--- config.mk ---
export PLATFORM = sky130hd
export DESIGN_NAME = booth_seq_multiplier
export DESIGN_NICKNAME = d
export VERILOG_FILES = /design/src/rtl/booth_pkg.sv /design/src/rtl/n_bit_adder_sub.sv /design/src/rtl/booth_seq_multiplier.sv
export SDC_FILE = /design/constraint.sdc
export NUM_CORES = 1
export LEC_CHECK = 0
export CORE_UTILIZATION = 50
export CTS_CLUSTER_SIZE = 20
export DETAILED_ROUTE_END_ITERATION = 6
export PLACE_DENSITY = 0.85
export SKIP_CTS_REPAIR_TIMING = 1
export SYNTH_ARGS = -nofsm -noshare
export SYNTH_HDL_FRONTEND = slang
export SYNTH_SLANG_ARGS = --single-unit
--- constraint.sdc ---
create_clock -name clk -period 3.2 [get_ports clk]
set_input_delay 0.64 -clock clk [delete_from_list [all_inputs] [get_ports clk]]
set_output_delay 0.64 -clock clk [all_outputs]
set_load 0.05 [all_outputs]
--- src/rtl/booth_pkg.sv ---
// Shared definitions for the radix-2 Booth sequential multiplier.
package booth_pkg;

    localparam int unsigned BOOTH_DEFAULT_N = 32;

    typedef enum logic [1:0] {
        ST_IDLE = 2'd0,
        ST_CALC = 2'd1,
        ST_DONE = 2'd2
    } booth_state_e;

    // Booth recoding of {Q[0], q_m1}: 01 adds M, 10 subtracts M, 00/11 keep A.
    function automatic logic booth_needs_op(input logic q0, input logic q_m1);
        return q0 ^ q_m1;
    endfunction

    function automatic logic booth_is_sub(input logic q0, input logic q_m1);
        return q0 & ~q_m1;
    endfunction

endpackage

--- src/rtl/n_bit_adder_sub.sv ---
// Ripple-style n-bit adder/subtractor: s = a + b when c_in=0, a - b when c_in=1.
module n_bit_adder_sub #(
    parameter int unsigned n = 8
) (
    input  logic [n-1:0] a,
    input  logic [n-1:0] b,
    input  logic         c_in,
    output logic [n-1:0] s,
    output logic         c_out,
    output logic         overflow
);

    logic [n-1:0] b_eff;
    logic [n:0]   sum_full;

    // Subtraction as a + ~b + 1
    assign b_eff    = b ^ {n{c_in}};
    assign sum_full = {1'b0, a} + {1'b0, b_eff} + {{n{1'b0}}, c_in};

    assign s        = sum_full[n-1:0];
    assign c_out    = sum_full[n];
    assign overflow = (a[n-1] == b_eff[n-1]) && (s[n-1] != a[n-1]);

endmodule

--- src/rtl/booth_seq_multiplier.sv ---
// Radix-2 Booth sequential signed multiplier, one partial product per CALC cycle.
// Optional BOOTH_START_ERR_EN adds a start_err pulse for starts issued while busy.
module booth_seq_multiplier
    import booth_pkg::*;
#(
    parameter int unsigned N = BOOTH_DEFAULT_N
) (
    input  logic           clk,
    input  logic           rst_n,
    input  logic           start,
    input  logic [N-1:0]   multiplicand,
    input  logic [N-1:0]   multiplier,
    output logic           busy,
    output logic           done,
`ifdef BOOTH_START_ERR_EN
    output logic           start_err,
`endif
    output logic [2*N-1:0] product
);

    localparam int unsigned AW = N + 1;
    localparam int unsigned CW = $clog2(N + 1);
    localparam int unsigned PW = 2 * N;

    booth_state_e  state_q, state_d;
    logic [AW-1:0] acc_q, acc_d;
    logic [N-1:0]  mcand_q, mcand_d;
    logic [N-1:0]  mplier_q, mplier_d;
    logic          q_m1_q, q_m1_d;
    logic [CW-1:0] cnt_q, cnt_d;
    logic          busy_d;
    logic          done_d;
    logic [PW-1:0] product_d;
`ifdef BOOTH_START_ERR_EN
    logic          start_err_d;
`endif

    logic [AW-1:0] mcand_ext;
    logic [AW-1:0] addsub_sum;
    logic [AW-1:0] acc_sel;
    logic          addsub_sub;
    logic          addsub_c_out_unused;
    logic          addsub_ovf_unused;

    // Sign-extended M keeps A-M in range even for M = -2^(N-1)
    assign mcand_ext  = {mcand_q[N-1], mcand_q};
    assign addsub_sub = booth_is_sub(mplier_q[0], q_m1_q);

    n_bit_adder_sub #(
        .n (AW)
    ) u_addsub (
        .a        (acc_q),
        .b        (mcand_ext),
        .c_in     (addsub_sub),
        .s        (addsub_sum),
        .c_out    (addsub_c_out_unused),
        .overflow (addsub_ovf_unused)
    );

    assign acc_sel = booth_needs_op(mplier_q[0], q_m1_q) ? addsub_sum : acc_q;

    // State register and all datapath/output registers
    always_ff @(posedge clk or negedge rst_n) begin
        if (!rst_n) begin
            state_q   <= ST_IDLE;
            acc_q     <= '0;
            mcand_q   <= '0;
            mplier_q  <= '0;
            q_m1_q    <= 1'b0;
            cnt_q     <= '0;
            busy      <= 1'b0;
            done      <= 1'b0;
            product   <= '0;
`ifdef BOOTH_START_ERR_EN
            start_err <= 1'b0;
`endif
        end else begin
            state_q   <= state_d;
            acc_q     <= acc_d;
            mcand_q   <= mcand_d;
            mplier_q  <= mplier_d;
            q_m1_q    <= q_m1_d;
            cnt_q     <= cnt_d;
            busy      <= busy_d;
            done      <= done_d;
            product   <= product_d;
`ifdef BOOTH_START_ERR_EN
            start_err <= start_err_d;
`endif
        end
    end

    // Next-state and next-register logic
    always_comb begin
        state_d   = state_q;
        acc_d     = acc_q;
        mcand_d   = mcand_q;
        mplier_d  = mplier_q;
        q_m1_d    = q_m1_q;
        cnt_d     = cnt_q;
        done_d    = 1'b0;
        product_d = product;

        case (state_q)
            ST_IDLE: begin
                if (start) begin
                    state_d  = ST_CALC;
                    mcand_d  = multiplicand;
                    mplier_d = multiplier;
                    acc_d    = '0;
                    q_m1_d   = 1'b0;
                    cnt_d    = CW'(N);
                end
            end
            ST_CALC: begin
                // Arithmetic right shift of {A, Q, q_m1} after the Booth step
                acc_d    = {acc_sel[AW-1], acc_sel[AW-1:1]};
                mplier_d = {acc_sel[0], mplier_q[N-1:1]};
                q_m1_d   = mplier_q[0];
                cnt_d    = cnt_q - CW'(1);
                if (cnt_q == CW'(1)) begin
                    state_d = ST_DONE;
                end
            end
            ST_DONE: begin
                product_d = {acc_q[N-1:0], mplier_q};
                done_d    = 1'b1;
                state_d   = ST_IDLE;
            end
            default: begin
                state_d = ST_IDLE;
            end
        endcase

        busy_d = (state_d != ST_IDLE);
`ifdef BOOTH_START_ERR_EN
        start_err_d = start && (state_q != ST_IDLE);
`endif
    end

endmodule

==> results of run 1 <==
[sequential cells by signal, summed over array words and instances, names as in the netlist]
name / cells
acc_q: 32
mplier_q: 32
busy: 1
product: 64
cnt_q: 6
done: 1
state_q: 2
mcand_q: 32
q_m1_q: 1
[critical path, delay by kind of cell, from the launching register on]
family | cells | cell delay [ns]
simple gates | 4 | 0.86
flops | 1 | 0.36
fa+ha+maj | 2 | 0.65
buf+inv | 2 | 0.19
xor+xnor | 1 | 0.17
compound gates | 3 | 0.80
[cells in the final DEF (no fill, tap or decap), types with 3 or more instances in the layout]
cell type	synthesis	final
sky130_fd_sc_hd__o22ai_1	3	3
sky130_fd_sc_hd__nand2b_1	7	6
sky130_fd_sc_hd__ha_1	35	29
sky130_fd_sc_hd__a211oi_1	5	5
sky130_fd_sc_hd__nor4_1	3	3
sky130_fd_sc_hd__buf_4	0	23
sky130_fd_sc_hd__nor3_1	8	8
sky130_fd_sc_hd__o211ai_1	4	4
sky130_fd_sc_hd__a21oi_2	0	3
sky130_fd_sc_hd__ha_2	0	5
sky130_fd_sc_hd__dfrtp_1	171	171
sky130_fd_sc_hd__nor2b_1	34	32
sky130_fd_sc_hd__clkdlybuf4s50_1	0	131
sky130_fd_sc_hd__nor2_1	21	20
sky130_fd_sc_hd__xnor2_1	13	13
sky130_fd_sc_hd__a21o_1	17	17
sky130_fd_sc_hd__a21oi_1	78	75
sky130_fd_sc_hd__nand3b_1	3	3
sky130_fd_sc_hd__o21bai_1	6	5
sky130_fd_sc_hd__mux2_2	61	61
sky130_fd_sc_hd__and3_1	3	3
sky130_fd_sc_hd__nand3_1	13	13
sky130_fd_sc_hd__nand4_1	15	15
sky130_fd_sc_hd__a22oi_1	52	52
sky130_fd_sc_hd__inv_8	0	6
sky130_fd_sc_hd__a22o_1	4	4
sky130_fd_sc_hd__clkbuf_16	0	17
sky130_fd_sc_hd__inv_1	16	16
sky130_fd_sc_hd__o21ai_0	74	74
sky130_fd_sc_hd__xor2_1	42	41
sky130_fd_sc_hd__inv_6	0	3
sky130_fd_sc_hd__nand2_1	138	138
[report_power, final]
| group | switching [mW] | total (mW) | internal (mW) |
|---|---|---|---|
| combinational | 4.83 | 8.15 | 3.32 |
| clock | 0.980 | 2.10 | 1.12 |
| sequential | 0.738 | 3.76 | 3.02 |
[per-layer routing]
metal	wire, um	GRT usage	up-vias
li1	-	-	3513
met1	9650	0.315	3714
met2	10900	0.425	286
met3	1280	0.0489	39
met4	396	0.0975	0
met5	0	0	-
[worst min path at each step]
stage          cells past startpoint                endpoint  slack (ns)
4_1_cts                            1  product[7]$_DFFE_PN0P_        0.28
6_report                           1  product[7]$_DFFE_PN0P_        0.24
2_1_floorplan                      0    acc_q[0]$_DFFE_PN0P_        0.34
3_3_place_gp                       1    cnt_q[5]$_DFFE_PN0P_        0.46
5_1_grt                            1  product[7]$_DFFE_PN0P_        0.30
3_5_place_dp                       1    cnt_q[5]$_DFFE_PN0P_        0.47
[cells by family (layout without fill, tap and decap cells)]
family          Yosys count  count (layout)  synth area share
compound gates          269             269             0.185
xor+xnor                 55              55            0.0533
fa+ha+maj                36              36            0.0506
buf+inv                  71             206            0.0296
flops                   171             171             0.473
mux                      63              63            0.0782
simple gates            254             254             0.130
[cell usage after synthesis (2+ instances only)]
| cell type | instances |
|---|---|
| sky130_fd_sc_hd__nand3_1 | 13 |
| sky130_fd_sc_hd__a211o_1 | 2 |
| sky130_fd_sc_hd__or3_1 | 2 |
| sky130_fd_sc_hd__nor3_1 | 8 |
| sky130_fd_sc_hd__o21ai_1 | 2 |
| sky130_fd_sc_hd__a31oi_1 | 2 |
| sky130_fd_sc_hd__mux2i_1 | 2 |
| sky130_fd_sc_hd__o211ai_1 | 4 |
| sky130_fd_sc_hd__xnor2_1 | 13 |
| sky130_fd_sc_hd__and3_1 | 3 |
| sky130_fd_sc_hd__nor2b_1 | 34 |
| sky130_fd_sc_hd__nand2b_1 | 7 |
| sky130_fd_sc_hd__mux2_2 | 61 |
| sky130_fd_sc_hd__inv_1 | 16 |
| sky130_fd_sc_hd__or4_1 | 2 |
| sky130_fd_sc_hd__a22oi_1 | 52 |
| sky130_fd_sc_hd__o22ai_1 | 3 |
| sky130_fd_sc_hd__nand3b_1 | 3 |
| sky130_fd_sc_hd__a21oi_1 | 78 |
| sky130_fd_sc_hd__a211oi_1 | 5 |
| sky130_fd_sc_hd__o31ai_1 | 2 |
| sky130_fd_sc_hd__a22o_1 | 4 |
| sky130_fd_sc_hd__clkbuf_1 | 45 |
| sky130_fd_sc_hd__xor2_1 | 42 |
| sky130_fd_sc_hd__buf_1 | 9 |
| sky130_fd_sc_hd__o311ai_1 | 2 |
| sky130_fd_sc_hd__o21ai_0 | 74 |
| sky130_fd_sc_hd__nand4_1 | 15 |
| sky130_fd_sc_hd__dfrtp_1 | 171 |
| sky130_fd_sc_hd__nor4_1 | 3 |
| sky130_fd_sc_hd__o21bai_1 | 6 |
| sky130_fd_sc_hd__ha_1 | 35 |
| sky130_fd_sc_hd__a21o_1 | 17 |
| sky130_fd_sc_hd__o21a_1 | 2 |
| sky130_fd_sc_hd__nor2_1 | 21 |
| sky130_fd_sc_hd__nand2_1 | 138 |
[stage by stage]
step,power (mW),setup slack (ns),setup TNS [ns],instances
2_1_floorplan,9.46,0.0223,0,919
3_3_place_gp,11.4,0.0891,0,1245
3_5_place_dp,11.7,-0.0161,-0.0161,1245
4_1_cts,13.8,-0.0632,-0.0632,1277
5_1_grt,15.0,-0.0507,-0.0507,1279
6_report,14.0,0.113,0,1279
[area by class of cell]
| class | count | area, um2 |
|---|---|---|
| flip-flops and latches | 171 | 4280 |
| well taps | 225 | 282 |
| clock inverters | 15 | 173 |
| multi-input cells | 677 | 4560 |
| fillers | 1396 | 6150 |
| repair buffers | 158 | 1550 |
| inverters | 16 | 60.1 |
| clock buffers | 17 | 425 |
==> metrics.txt, run 1 <==
# TYPE chip_impl_metric gauge
chip_impl_info{name="outcome",value="finished, final reports clean"} 1
chip_impl_metric{name="std_cell_rows",unit=""} 48
chip_impl_metric{name="cts.sink_count",unit=""} 171
chip_impl_metric{name="clk_transition_reported_paths",unit="ns"} 0.07
chip_impl_metric{name="timing_worst_slew_pin_value",unit="ns"} 0.782
chip_impl_metric{name="worst-endpoint-required",unit="ns"} 3.58
chip_impl_metric{name="count_of_vias_placed_by_the_detailed_router",unit=""} 7552
chip_impl_info{name="hold_path_class",value="primary input to async pin"} 1
chip_impl_metric{name="hold_ws",unit="ns"} 0.241
chip_impl_metric{name="ys_types",unit=""} 57
chip_impl_metric{name="synth_sequential_area_ratio",unit=""} 0.473
chip_impl_metric{name="setup.reg_to_reg.worst_slack",unit="ns"} 0.11
chip_impl_metric{name="maximum_number_of_pins_on_one_net_before_global_route_repair",unit=""} 85
chip_impl_metric{name="maxSlewViolCount",unit=""} 0
chip_impl_metric{name="via_per_inst",unit=""} 5.90
chip_impl_metric{name="diodes",unit=""} 0
chip_impl_metric{name="cts-buffers-inserted",unit=""} 17
chip_impl_info{name="critical_path.startpoint_type",value="register"} 1
chip_impl_metric{name="route.detailed.drc",unit=""} 0
chip_impl_info{name="synth_area_leaders",value="sky130_fd_sc_hd__dfrtp_1 (47%), sky130_fd_sc_hd__mux2_2 (7.6%), sky130_fd_sc_hd__nand2_1 (5.7%)"} 1
chip_impl_metric{name="power.static_leakage",unit="nW"} 5.31
chip_impl_info{name="reg2reg_to",value="acc_q[21]$_DFFE_PN0P_"} 1
chip_impl_metric{name="vertical_die_dimension",unit="um"} 137
chip_impl_metric{name="layout-area-overhead-vs-synth",unit="%"} 25.2
chip_impl_metric{name="crit_path_max_incr_delay",unit="ns"} 0.43
chip_impl_info{name="synth_largest_area_cell",value="sky130_fd_sc_hd__dfrtp_1"} 1
chip_impl_metric{name="wl_per_cell",unit="um"} 17.4
chip_impl_metric{name="drive_above_1_share",unit=""} 0.135
chip_impl_metric{name="synth_enable_flop_cells",unit=""} 0
chip_impl_metric{name="wirelength",unit="mm"} 22.2
chip_impl_metric{name="boundaryPins",unit=""} 133
chip_impl_metric{name="portBuffers",unit=""} 132
chip_impl_metric{name="cts_max_path_buffers",unit=""} 2
chip_impl_info{name="clock_tree.root_cell",value="sky130_fd_sc_hd__clkbuf_16"} 1
chip_impl_metric{name="antenna_left",unit=""} 0
chip_impl_metric{name="synth_area_per_cell",unit="um2"} 9.84
chip_impl_metric{name="core_region_area",unit="um2"} 17500
chip_impl_metric{name="layout_min_cycle_time",unit="ns"} 3.09
chip_impl_metric{name="synth-async-reset-ratio",unit=""} 1.00
chip_impl_metric{name="via_count_of_the_first_global_routing_pass",unit=""} 7493
chip_impl_metric{name="crit_path_max_fanout",unit=""} 7
chip_impl_metric{name="gp_congestion",unit=""} 0.924
chip_impl_info{name="setup.worst_path.end",value="acc_q[21]$_DFFE_PN0P_"} 1
chip_impl_metric{name="h-tree-depth",unit=""} 4
chip_impl_info{name="tritoncts",value="yes"} 1
chip_impl_metric{name="design.die.area",unit="um2"} 18600
chip_impl_metric{name="final_min_period_over_clock_period",unit=""} 0.965
chip_impl_metric{name="die_width",unit="um"} 137
chip_impl_metric{name="gr-total-overflow",unit=""} 0
chip_impl_metric{name="grt_usage",unit=""} 0.251
chip_impl_metric{name="antenna_found_initial",unit=""} 0
chip_impl_metric{name="stdcell_area",unit="um2"} 11300
chip_impl_info{name="worst-setup-path-type",value="register to register"} 1
chip_impl_metric{name="ys_seq_elements",unit=""} 171
chip_impl_metric{name="hpwl",unit="mm"} 15.3
chip_impl_metric{name="clock-skew-final",unit="ns"} 0.00865
chip_impl_metric{name="cp_data_arrival_time",unit="ns"} 3.46
chip_impl_metric{name="worstRegToRegCells",unit=""} 12
chip_impl_metric{name="max-cap-violations",unit=""} 0
chip_impl_metric{name="drt_pre_antenna_iters",unit=""} 5
chip_impl_info{name="synth_top_flop_cell",value="sky130_fd_sc_hd__dfrtp_1"} 1
chip_impl_metric{name="ys.warnings.count",unit=""} 0
chip_impl_metric{name="synthesis.area",unit="um2"} 9040
chip_impl_metric{name="drt_first_iter_violations",unit=""} 471
chip_impl_metric{name="final_hold_violating_endpoints",unit=""} 0
chip_impl_metric{name="postSynthNetCount",unit=""} 1022
chip_impl_metric{name="final-setup-viol-count",unit=""} 0
chip_impl_metric{name="slew_headroom",unit=""} 0.478
chip_impl_info{name="cp_cell_sequence",value="inv_1 -> ha_4 -> xor2_2 -> inv_1 -> fa_1 -> nand3b_1 -> nand3_1 -> a41oi_2 -> a211oi_2 -> or3b_4 -> a211o_1 -> nand3_1"} 1
chip_impl_metric{name="power.ir.vdd_worst",unit="mV"} 0.743
chip_impl_metric{name="synthCells",unit=""} 919
chip_impl_info{name="end_kind",value="register"} 1
chip_impl_metric{name="clock_latency",unit="ns"} 0.44
chip_impl_metric{name="final_net_count",unit=""} 1144
chip_impl_info{name="worst_setup_path_startpoint",value="q_m1_q$_DFFE_PN0P_"} 1
chip_impl_metric{name="floorplan.initialDensity",unit=""} 0.518
chip_impl_metric{name="grt_pass1_wl",unit="mm"} 36.3
chip_impl_metric{name="final_util",unit=""} 0.648
chip_impl_info{name="crit_path_max_delay_cell_type",value="sky130_fd_sc_hd__fa_1"} 1
chip_impl_info{name="rsz0062_at_grt",value="true"} 1
chip_impl_metric{name="place_area",unit="um2"} 10700
chip_impl_metric{name="power_density",unit="nW/um2"} 1240
chip_impl_metric{name="netlist.area_leader.share",unit=""} 0.473
chip_impl_info{name="r2r-start",value="q_m1_q$_DFFE_PN0P_"} 1
chip_impl_metric{name="fmax",unit="GHz"} 0.324
(Power assumes the default switching activity.)
==> run 2, diff against run 1 <==
--- a/config.mk
+++ b/config.mk
@@ -10,6 +10,7 @@
 export DETAILED_ROUTE_END_ITERATION = 6
 export PLACE_DENSITY = 0.85
 export SKIP_CTS_REPAIR_TIMING = 1
+export SLEW_MARGIN = 20
 export SYNTH_ARGS = -nofsm -noshare
 export SYNTH_HDL_FRONTEND = slang
 export SYNTH_SLANG_ARGS = --single-unit
==> results of run 2 <==
No change in the layout: final DEF, timing and power equal those of run 1.
